===== src/rtl/slot_bus_pkg.sv =====
// Shared types and constants for the Apple II slot bus interface.
package slot_bus_pkg;

  // Bus-cycle sequencer states.
  typedef enum logic [1:0] {
    IDLE   = 2'd0,
    SETTLE = 2'd1,
    ACCESS = 2'd2,
    DONE   = 2'd3
  } state_e;

  // What the current bus cycle addresses.
  typedef enum logic [1:0] {
    DEV     = 2'd0,  // _devsel: device register window
    SLOTROM = 2'd1,  // _iosel: $Cn00-$CnFF slot ROM
    EXPROM  = 2'd2   // _iostrobe: $C800-$CFFF expansion ROM
  } cycle_kind_e;

  // An expansion-ROM access to $CFFF hands $C800-$CFFF back to the bus.
  localparam logic [10:0] EXP_RELEASE_OFS = 11'h7FF;

  // Device register that selects the ROM bank when bank switching is built in.
  localparam logic [3:0] BANK_REG = 4'hF;

endpackage


===== src/rtl/slot_bus_sync.sv =====
// Synchroniser for one asynchronous slot-bus input, with a delayed copy of the
// synchronised level so the caller gets a clean one-cycle falling-edge flag.
module slot_bus_sync #(
  parameter int STAGES = 2
) (
  input  logic fclk,
  input  logic reset,
  input  logic async_i,
  output logic sync_o,
  output logic fall_o
);

  logic [STAGES-1:0] chain_q;
  logic              prev_q;

  // Shift the pad level through the chain and keep one more stage for edge detect.
  always_ff @(posedge fclk) begin
    // NOTE: the chain resets to 0, not to the idle-high level. A strobe that is
    // already low when reset drops then never produces a falling edge; it must
    // rise (harmless) and fall again before it starts a cycle.
    if (reset) begin
      chain_q <= '0;
      prev_q  <= 1'b0;
    end else begin
      // NOTE: non-blocking assignments keep every flop sampling the pre-edge
      // value, so the chain shifts one stage per clock instead of collapsing.
      chain_q <= {chain_q[STAGES-2:0], async_i};
      prev_q  <= chain_q[STAGES-1];
    end
  end

  assign sync_o = chain_q[STAGES-1];
  assign fall_o = prev_q & ~chain_q[STAGES-1];

endmodule


===== src/rtl/slot_bus_if.sv =====
// Apple II slot bus interface: synchronises the slot strobes to fclk, classifies
// each bus cycle (device register / slot ROM / expansion ROM), drives read data
// after a settle delay, tracks $C800 expansion-ROM ownership and produces
// single-cycle device read/write strobes.
// Optional feature: define SLOT_BUS_BANKSWITCH_EN to let a write to device
// register F select the ROM bank; otherwise the bank is fixed at 0.
module slot_bus_if
  import slot_bus_pkg::*;
#(
  parameter int SYNC_STAGES = 2,
  parameter int OE_DELAY    = 2,
  parameter int ROM_BANKS   = 4
) (
  input  logic                                                fclk,
  input  logic                                                reset,
  input  logic [11:0]                                         addr,
  input  logic                                                rw,
  input  logic                                                q3,
  input  logic                                                _iosel,
  input  logic                                                _iostrobe,
  input  logic                                                _devsel,
  input  logic [7:0]                                          data_in,
  input  logic [7:0]                                          rom_q,
  input  logic [7:0]                                          dev_q,
  output logic [7:0]                                          data_out,
  output logic                                                data_oe,
  output logic                                                _en245,
  output logic [12+$clog2(ROM_BANKS)-1:0]                     rom_addr,
  output logic [3:0]                                          dev_reg,
  output logic                                                dev_rd_stb,
  output logic                                                dev_wr_stb,
  output logic [7:0]                                          dev_wr_data,
  output logic                                                exp_active,
  output logic [((ROM_BANKS > 1) ? $clog2(ROM_BANKS) : 1)-1:0] bank
);

  localparam int BANK_W = (ROM_BANKS > 1) ? $clog2(ROM_BANKS) : 1;
  localparam int CNT_W  = (OE_DELAY > 1) ? $clog2(OE_DELAY) : 1;
  localparam logic [CNT_W-1:0] SETTLE_LAST = CNT_W'((OE_DELAY > 0) ? OE_DELAY - 1 : 0);

  // Synchronised strobes.
  logic devsel_s, devsel_fall;
  logic iosel_s, iosel_fall;
  logic iostb_s, iostb_fall;
  logic q3_s, q3_fall_unused;

  slot_bus_sync #(.STAGES(SYNC_STAGES)) u_sync_devsel (
    .fclk(fclk), .reset(reset), .async_i(_devsel), .sync_o(devsel_s), .fall_o(devsel_fall)
  );
  slot_bus_sync #(.STAGES(SYNC_STAGES)) u_sync_iosel (
    .fclk(fclk), .reset(reset), .async_i(_iosel), .sync_o(iosel_s), .fall_o(iosel_fall)
  );
  slot_bus_sync #(.STAGES(SYNC_STAGES)) u_sync_iostb (
    .fclk(fclk), .reset(reset), .async_i(_iostrobe), .sync_o(iostb_s), .fall_o(iostb_fall)
  );
  slot_bus_sync #(.STAGES(SYNC_STAGES)) u_sync_q3 (
    .fclk(fclk), .reset(reset), .async_i(q3), .sync_o(q3_s), .fall_o(q3_fall_unused)
  );

  // Sequencer and output registers.
  state_e            state_q, state_d;
  cycle_kind_e       kind_q, kind_d;
  logic [CNT_W-1:0]  cnt_q, cnt_d;
  logic [10:0]       addr_q, addr_d;
  logic              rw_q, rw_d;
  logic              drive_q, drive_d;
  logic [7:0]        data_out_q, data_out_d;
  logic              data_oe_q, data_oe_d;
  logic              en245_q, en245_d;
  logic [3:0]        dev_reg_q, dev_reg_d;
  logic              rd_stb_q, rd_stb_d;
  logic              wr_stb_q, wr_stb_d;
  logic [7:0]        wr_data_q, wr_data_d;
  logic              exp_active_q, exp_active_d;
`ifdef SLOT_BUS_BANKSWITCH_EN
  logic [BANK_W-1:0] bank_q, bank_d;
`endif

  logic strobe_hi;    // synchronised strobe of the cycle in progress is released
  logic start;
  logic enter_access;

  // Pick the strobe that owns the current cycle.
  always_comb begin
    strobe_hi = iostb_s;
    case (kind_q)
      DEV:     strobe_hi = devsel_s;
      SLOTROM: strobe_hi = iosel_s;
      default: strobe_hi = iostb_s;
    endcase
  end

  // Next-state and next-output logic for the bus-cycle sequencer.
  always_comb begin
    // NOTE: every signal assigned here gets a default first, so no path can
    // leave one unassigned and infer a latch.
    state_d      = state_q;
    kind_d       = kind_q;
    cnt_d        = cnt_q;
    addr_d       = addr_q;
    rw_d         = rw_q;
    drive_d      = drive_q;
    data_out_d   = data_out_q;
    dev_reg_d    = dev_reg_q;
    rd_stb_d     = 1'b0;
    wr_stb_d     = 1'b0;
    wr_data_d    = wr_data_q;
    exp_active_d = exp_active_q;
`ifdef SLOT_BUS_BANKSWITCH_EN
    bank_d       = bank_q;
`endif
    start        = 1'b0;
    enter_access = 1'b0;

    case (state_q)
      IDLE: begin
        // devsel > iosel > iostrobe; iosel also beats an illegal simultaneous iostrobe.
        if (devsel_fall) begin
          start  = 1'b1;
          kind_d = DEV;
        end else if (iosel_fall) begin
          start  = 1'b1;
          kind_d = SLOTROM;
        end else if (iostb_fall && exp_active_q) begin
          start  = 1'b1;
          kind_d = EXPROM;
        end

        if (start) begin
          addr_d  = addr[10:0];
          rw_d    = rw;
          // Odd device registers are strobed but never driven onto the bus.
          drive_d = rw && ((kind_d != DEV) || !addr[0]);
          cnt_d   = '0;
          if (kind_d == DEV)     dev_reg_d    = addr[3:0];
          if (kind_d == SLOTROM) exp_active_d = 1'b1;
          if (OE_DELAY == 0) begin
            state_d      = ACCESS;
            enter_access = 1'b1;
          end else begin
            state_d = SETTLE;
          end
        end
      end

      SETTLE: begin
        // A strobe released before data is driven aborts with no side effects.
        if (strobe_hi) begin
          state_d = IDLE;
        end else if (cnt_q == SETTLE_LAST) begin
          state_d      = ACCESS;
          enter_access = 1'b1;
        end else begin
          cnt_d = cnt_q + CNT_W'(1);
        end
      end

      ACCESS: begin
        if (kind_q == DEV && !rw_q) begin
          // Write data is valid once q3 rises, or at the latest when devsel goes away.
          if (q3_s || strobe_hi) begin
            state_d = DONE;
`ifdef SLOT_BUS_BANKSWITCH_EN
            if (addr_q[3:0] == BANK_REG) begin
              bank_d = (ROM_BANKS > 1) ? data_in[BANK_W-1:0] : '0;
            end else begin
              wr_data_d = data_in;
              wr_stb_d  = 1'b1;
            end
`else
            wr_data_d = data_in;
            wr_stb_d  = 1'b1;
`endif
          end
        end else begin
          state_d = DONE;
        end
      end

      DONE: begin
        if (strobe_hi) begin
          state_d = IDLE;
          if (kind_q == EXPROM && addr_q == EXP_RELEASE_OFS) exp_active_d = 1'b0;
        end
      end

      default: state_d = IDLE;
    endcase

    // Read actions happen on the edge that enters ACCESS, from SETTLE or straight from IDLE.
    if (enter_access && rw_d) begin
      if (kind_d == DEV) rd_stb_d = 1'b1;
      if (drive_d)       data_out_d = (kind_d == DEV) ? dev_q : rom_q;
    end

    // Pad controls follow the next state so they switch on the same edge as it.
    en245_d   = (state_d == IDLE);
    data_oe_d = drive_d && (state_d == ACCESS || state_d == DONE);
  end

  // State and output registers with synchronous reset.
  always_ff @(posedge fclk) begin
    if (reset) begin
      state_q      <= IDLE;
      kind_q       <= DEV;
      cnt_q        <= '0;
      addr_q       <= '0;
      rw_q         <= 1'b0;
      drive_q      <= 1'b0;
      data_out_q   <= '0;
      data_oe_q    <= 1'b0;
      en245_q      <= 1'b1;
      dev_reg_q    <= '0;
      rd_stb_q     <= 1'b0;
      wr_stb_q     <= 1'b0;
      wr_data_q    <= '0;
      exp_active_q <= 1'b0;
`ifdef SLOT_BUS_BANKSWITCH_EN
      bank_q       <= '0;
`endif
    end else begin
      state_q      <= state_d;
      kind_q       <= kind_d;
      cnt_q        <= cnt_d;
      addr_q       <= addr_d;
      rw_q         <= rw_d;
      drive_q      <= drive_d;
      data_out_q   <= data_out_d;
      data_oe_q    <= data_oe_d;
      en245_q      <= en245_d;
      dev_reg_q    <= dev_reg_d;
      rd_stb_q     <= rd_stb_d;
      wr_stb_q     <= wr_stb_d;
      wr_data_q    <= wr_data_d;
      exp_active_q <= exp_active_d;
`ifdef SLOT_BUS_BANKSWITCH_EN
      bank_q       <= bank_d;
`endif
    end
  end

  assign data_out    = data_out_q;
  assign data_oe     = data_oe_q;
  assign _en245      = en245_q;
  assign dev_reg     = dev_reg_q;
  assign dev_rd_stb  = rd_stb_q;
  assign dev_wr_stb  = wr_stb_q;
  assign dev_wr_data = wr_data_q;
  assign exp_active  = exp_active_q;

`ifdef SLOT_BUS_BANKSWITCH_EN
  assign bank = bank_q;
`else
  assign bank = '0;
`endif

  // ROM address follows live addr so a registered ROM can settle during SETTLE.
  if (ROM_BANKS > 1) begin : g_banked
    assign rom_addr = {bank, addr};
  end else begin : g_flat
    assign rom_addr = addr;
  end

endmodule


===== config.mk =====
export PLATFORM = sky130hd
export DESIGN_NAME = slot_bus_if
export DESIGN_NICKNAME = d
export VERILOG_FILES = /design/src/rtl/slot_bus_pkg.sv /design/src/rtl/slot_bus_sync.sv /design/src/rtl/slot_bus_if.sv
export SDC_FILE = /design/constraint.sdc
export NUM_CORES = 1
export LEC_CHECK = 0
export BUFFER_PORTS_ARGS = -buffer_cell sky130_fd_sc_hd__buf_4
export CAP_MARGIN = 30
export CORE_ASPECT_RATIO = 0.5
export CORE_MARGIN = 1
export CORE_UTILIZATION = 31
export CTS_BUF_LIST = sky130_fd_sc_hd__clkbuf_4
export DETAILED_ROUTE_END_ITERATION = 10
export GPL_TIMING_DRIVEN = 0
export PLACE_DENSITY = 0.53
export SYNTH_ARGS = -nofsm -noshare
export SYNTH_HDL_FRONTEND = slang
export SYNTH_SLANG_ARGS = --single-unit
export TNS_END_PERCENT = 30

===== constraint.sdc =====
create_clock -name fclk -period 2.25 [get_ports fclk]
set_input_delay 0.3375 -clock fclk [delete_from_list [all_inputs] [get_ports fclk]]
set_output_delay 0.3375 -clock fclk [all_outputs]
set_load 0.1 [all_outputs]

-- Yosys cells after proc, flatten, opt, wreduce, memory -nomap -nowiden
Cells that the tools add are included.
- bits in registers: 54
- logic and storage cells: 108
- $add $sub $neg: 1
- equal/unequal tests: 14
- reduce and logical (&&, ||, !) cells: 27
- multiplexer cells: 36
- bitwise operators: 9
- operators by type and width (operator ; number):
    $mux W2 ; 11
    $mux W1 ; 20
    $eq A11 B11 Y1 const B ; 1
    $eq A2 B2 Y1 const B ; 5
    $logic_not A2 Y1 ; 5
    $reduce_and A3 Y1 ; 3
    $mux W8 ; 1
    $ne A2 B2 Y1 const B ; 4
    $pmux W2 S4 ; 1
    $eq A2 B1 Y1 const B ; 3
    $logic_and A1 B1 Y1 ; 6
    $not A1 Y1 ; 6
    $pmux W1 S2 ; 3
    $reduce_bool A2 Y1 ; 3
    $reduce_and A5 Y1 ; 1
    $reduce_and A2 Y1 ; 2
    $and A1 B1 Y1 ; 3
    $logic_or A1 B1 Y1 ; 3
    $reduce_or A3 Y1 ; 1
    $logic_not A1 Y1 ; 2
    $ne A2 B1 Y1 const B ; 1
    $reduce_or A2 Y1 ; 1
    $add A1 B1 Y1 const B ; 1

-- Longest topological paths before layout
- depth in word-level cells: 13
- depth in mapped cells: 7

-- By module
Synthesis repeated with hierarchy kept, for this count alone.
- cell total of the unflattened synthesis: 246
- area total of the unflattened synthesis: 2322.2 sq um
- by module, submodules not included (module ; instances ; area each (sq um) ; seq. area each (sq um) ; cells an instance):
    slot_bus_if ; 1 ; 1971.9 ; 860.8 ; 218
    slot_bus_sync ; 4 ; 87.6 ; 60.1 ; 7

-- Least setup slack after synthesis
No wires, ideal clock.
- path kind: register to register
- from: register exp_active_q (netlist: exp_active)
- to: register data_out_q[3] (netlist: data_out[3])
- data arrival time: 2.319 ns
- path slack: -0.140 ns
- data required time: 2.180 ns
- cell stages (with the launch flop): 8
- cells stage by stage: dfxtp_1 and3b_1 buf_6 o31ai_4 mux2i_1 buf_2 o21ai_0 a21oi_1
- word-level cells in the longest chain between the ends: 11
- elaborated cells between the ends (all ways): 21
- ends and longest elaborated chain (item ; RTL line ; text):
    start: declaration ; slot_bus_if.sv:74 ; logic exp_active_q, exp_active_d;
    start signal: assignment ; slot_bus_if.sv:235 ; exp_active_q <= exp_active_d;
    $logic_and A1 B1 Y1 (*) ; slot_bus_if.sv:124 ; end else if (iostb_fall && exp_active_q) begin
    $mux W2 ; slot_bus_if.sv:124 ;
    $mux W2 ; slot_bus_if.sv:121 ; end else if (iosel_fall) begin
    $mux W2 ; slot_bus_if.sv:118 ; if (devsel_fall) begin
    $mux W2 ; slot_bus_if.sv:115 ; case (state_q)
    $reduce_bool A2 Y1 ; slot_bus_if.sv:133 ; drive_d = rw && ((kind_d != DEV) || !addr[0]);
    $logic_or A1 B1 Y1 ; slot_bus_if.sv:133 ;
    $logic_and A1 B1 Y1 ; slot_bus_if.sv:133 ;
    $mux W1 ; slot_bus_if.sv:129 ; if (start) begin
    $mux W1 ; slot_bus_if.sv:115 ;
    $reduce_and A2 Y1 (no line) ; n/a ;
    end signal: assignment ; slot_bus_if.sv:228 ; data_out_q <= data_out_d;
    end: declaration ; slot_bus_if.sv:67 ; logic [7:0] data_out_q, data_out_d;
Mark *: on every way between the ends. The rest lies on a longest branch, timed or not. The select of a mux whose other input is x is not followed.
A chain may end at the register's enable or synchronous reset.

-- Worst setup path in the final report
- from: register state_q[1]
- to: register data_out_q[6] (netlist: data_out[6])
- word-level cells in the longest chain between the ends: 4
- elaborated cells between the ends (all ways): 10
- ends and longest elaborated chain (item ; RTL line ; text):
    start: declaration ; slot_bus_if.sv:61 ; state_e state_q, state_d;
    start signal: assignment ; slot_bus_if.sv:222 ; state_q <= state_d;
    $logic_not A2 Y1 / $eq A2 B1 Y1 (equally long branches) ; slot_bus_if.sv:115 ;
    $mux W2 / $mux W1 (equally long branches) ; slot_bus_if.sv:115 ;
    $logic_not A2 Y1 / $logic_and A1 B1 Y1 (equally long branches) ; slot_bus_if.sv:193, slot_bus_if.sv:191 ;
    $mux W8 / $reduce_and A2 Y1 (equally long branches) ; n/a ;
Several ways; a longest one is shown, not always the timed one.

==> key figures <==
Yosys
  • Synth top area share: 47.6%
  • Compound-cell area share of the yosys netlist: 17.3%
  • Mapped Cells: 257
  • Largest family of logic cells by synthesized area: simple AND/OR/NAND/NOR gates
  • Synth top area cells: dfxtp_1 48%, mux2i_1 6.6%, a21oi_1 5.9%
  • Post-synth EDFFs: 0
  • Post-synthesis simple-gate area fraction: 19.8%
  • Mux contribution to synthesized area: 6.60%
  • Most common cell in the netlist: dfxtp_1
  • Cell variety after synth: 36
  • Syn. warnings: 0
  • Dominant cell type by area after synthesis: dfxtp_1
  • Sequential share of the synthesized area: 47.6%
  • Synth Area in Adders: 0%
  • Syn Std Cell Area: 2270 sq um
  • Most common flop cell mapped by yosys: dfxtp_1
  • Syn avg cell area: 8.85 sq um
  • Top cells by instance count after synthesis: 54 x dfxtp_1, 27 x a21oi_1, 27 x nand2_1
  • XOR/XNOR Fraction of Synth Area: 0%
  • Flops & latches, synth: 54
  • Asr flop ratio synth: 0%

Global routing
  • Initial antenna violation count: 0
  • Largest net degree at the start of global routing: 19
  • Grt ovf: 0
  • First-pass GRT wire length: 9190 um
  • Vias in the first global route: 1912
  • Tot GR Track Use: 15.6%

Critical path
  • Data required, critical path: 2570 ps
  • Slowest cell on crit path: nor4b_4
  • R2r setup slk: 140 ps
  • CP peak stage delay: 630 ps
  • Arr. time, crit path: 2430 ps
  • CP endpoint kind: flip-flop
  • CP Class: flip-flop to flip-flop
  • Reg2reg path depth: 6
  • CP Max Fanout: 8
  • Crit start category: flip-flop
  • Cells along the critical path: clkbuf_1, nor4b_4, a21o_1, o21ai_0, a211o_1, a21oi_1
  • RR Endpoint: data_out[6]
  • RR Startpoint: state_q[1]

Min path
  • Hold EP: u_sync_iostb.chain_q[0]
  • Min-delay src: _iostrobe
  • Worst hold stages: 2
  • Hold Crit Class: primary input to flip-flop

Die
  • Io pins: 84
  • Die Wd: 123 um
  • Starting density of the core: 33.0%
  • Row count: 21
  • Die Span Y: 62.6 um
  • Core area: 6880 sq um
  • Die area: 7700 sq um

Power and ir drop
  • VDD IR-drop max: 0.000247 V
  • Final Power: 1.93 mW
  • Leakage: 1.32 nW
  • Cell Pwr Density: 626 nW/um^2

Detailed routing
  • Total iterations of the first detailed-routing run: 4
  • Iteration-0 DRC Markers: 69
  • Wl on met1: 2760 um
  • Antenna-violating nets left: 0
  • Drt via density: 4.69
  • Wire length on met2: 2490 um
  • Top Metal Used: met4
  • Remaining DRCs: 0
  • DR vias: 2048
  • Wire length on met3: 394 um
  • Routed len/inst: 13.1 um
  • Post-Route WL: 5740 um

Timing
  • Final TNS setup: 0 ps
  • Hold_ws: 143 ps
  • Rel. slew slack: 55.3%
  • Max Fclk: 0.474 GHz
  • Fin crit share: 93.8%
  • Min Tclk post-route: 2110 ps
  • Slew at the pin closest to its max-slew limit: 668 ps
  • Final Skew: 12.1 ps
  • Endpoints failing setup: 0
  • RSZ-0062 raised after global routing: yes
  • Max Slew Vio Count: 0
  • Hold Vio Cnt, Final: 0

Placed design
  • Post-DP HPWL: 4460 um
  • Placed Area: 2980 sq um
  • Routability cong.: 0.811
  • IO buf count: 77

CTS
  • Clock Sinks: 54
  • Root Driver: clkbuf_4
  • Clk buf depth: 2
  • Worst-Skew Late Latency: 390 ps
  • TritonCTS buffer count: 5
  • CTS tree: yes
  • Hold_buf cts: 0
  • H-tree depth: 2
  • Reg clk slew, reported paths: 170 ps

Cells and area
  • Nets: 387
  • Fraction of layout cells with a size suffix above 1: 33.0%
  • Biggest register: addr_q
  • Area Growth Syn to Fin: 35.6%
  • Design area: 3080 sq um
  • Max FFs per register: 11
  • Inserted Diodes: 0

Status
  • Status: finished clean

Flow run
  • Max-cap viol count: 0
[where the power goes]
group	switching [mW]	leakage, nW	internal, mW
Clock	0.331	0.0433	0.242
Sequential	0.0124	0.439	0.981
Combinational	0.242	0.839	0.122
[what timing repair did]
action,CTS,global route
pin swaps,0,1
setup buffers,0,0
setup endpoints to repair,6,8
resized for setup,1,2
[layout by cell type, fill, tap and decap left out, types with 12 or more instances in the layout]
| cell type | n |
|---|---|
| a21oi_1 | 27 |
| buf_4 | 93 |
| clkbuf_1 | 12 |
| dfxtp_1 | 53 |
| mux2i_1 | 14 |
| nand2_1 | 27 |
| nor2_1 | 22 |
| nor2b_1 | 16 |
| o21ai_0 | 19 |
[kinds of logic (layout without fill, tap and decap cells)]
| family | count (synthesis) | after routing |
|---|---|---|
| AND/OR/NAND/NOR | 90 | 90 |
| other | 1 | 4 |
| buffers and inverters | 33 | 118 |
| AO/OA/AOI/OAI | 64 | 64 |
| flip-flops | 54 | 54 |
| multiplexers | 15 | 15 |
[worst max-delay path: cells and delay by family (launching register included)]
| kind | cells | cell delay [ps] |
|---|---|---|
| buf+inv | 1 | 210 |
| flops | 1 | 330 |
| simple gates | 1 | 630 |
| compound gates | 4 | 860 |
[metal layers]
metal	vias up	global-route usage, %
li1	1033	-
met2	79	23.8
met5	-	0
met1	924	21.5
met4	0	5.42
met3	12	3.47
[metrics by stage]
stage          utilization [%]  instances  worst slack [ps]
6_report                  44.8        437               139
4_1_cts                   44.6        437               122
3_3_place_gp              43.3        429              63.8
2_1_floorplan                -        260               112
5_1_grt                   44.8        437             -19.0
3_5_place_dp              43.3        429              26.7
[how the worst max path moves through the flow]
| stage | startpoint | to | slack (ps) |
|---|---|---|---|
| final | state_q[1] | data_out[6] | 140 |
| after global routing | u_sync_devsel.chain_q[1] | data_out[0] | -20 |
| after CTS | u_sync_iostb.chain_q[1] | data_out[6] | 120 |
| after detailed placement | u_sync_iostb.chain_q[1] | data_out[6] | 30 |
| after global placement | u_sync_iostb.chain_q[1] | data_out[6] | 60 |
| after floorplan | exp_active | data_out[3] | 110 |
[cell type report]
cell class | count | area, sq um
buffer | 32 | 191
clock buffer | 5 | 37.5
clock inverter | 3 | 48.8
fill | 712 | 3800
inverter | 1 | 3.75
multi-input combinational | 173 | 1030
sequential | 54 | 1080
tap | 92 | 115
timing repair buffer | 77 | 578
Note: power is estimated with default switching activity, not from simulation.
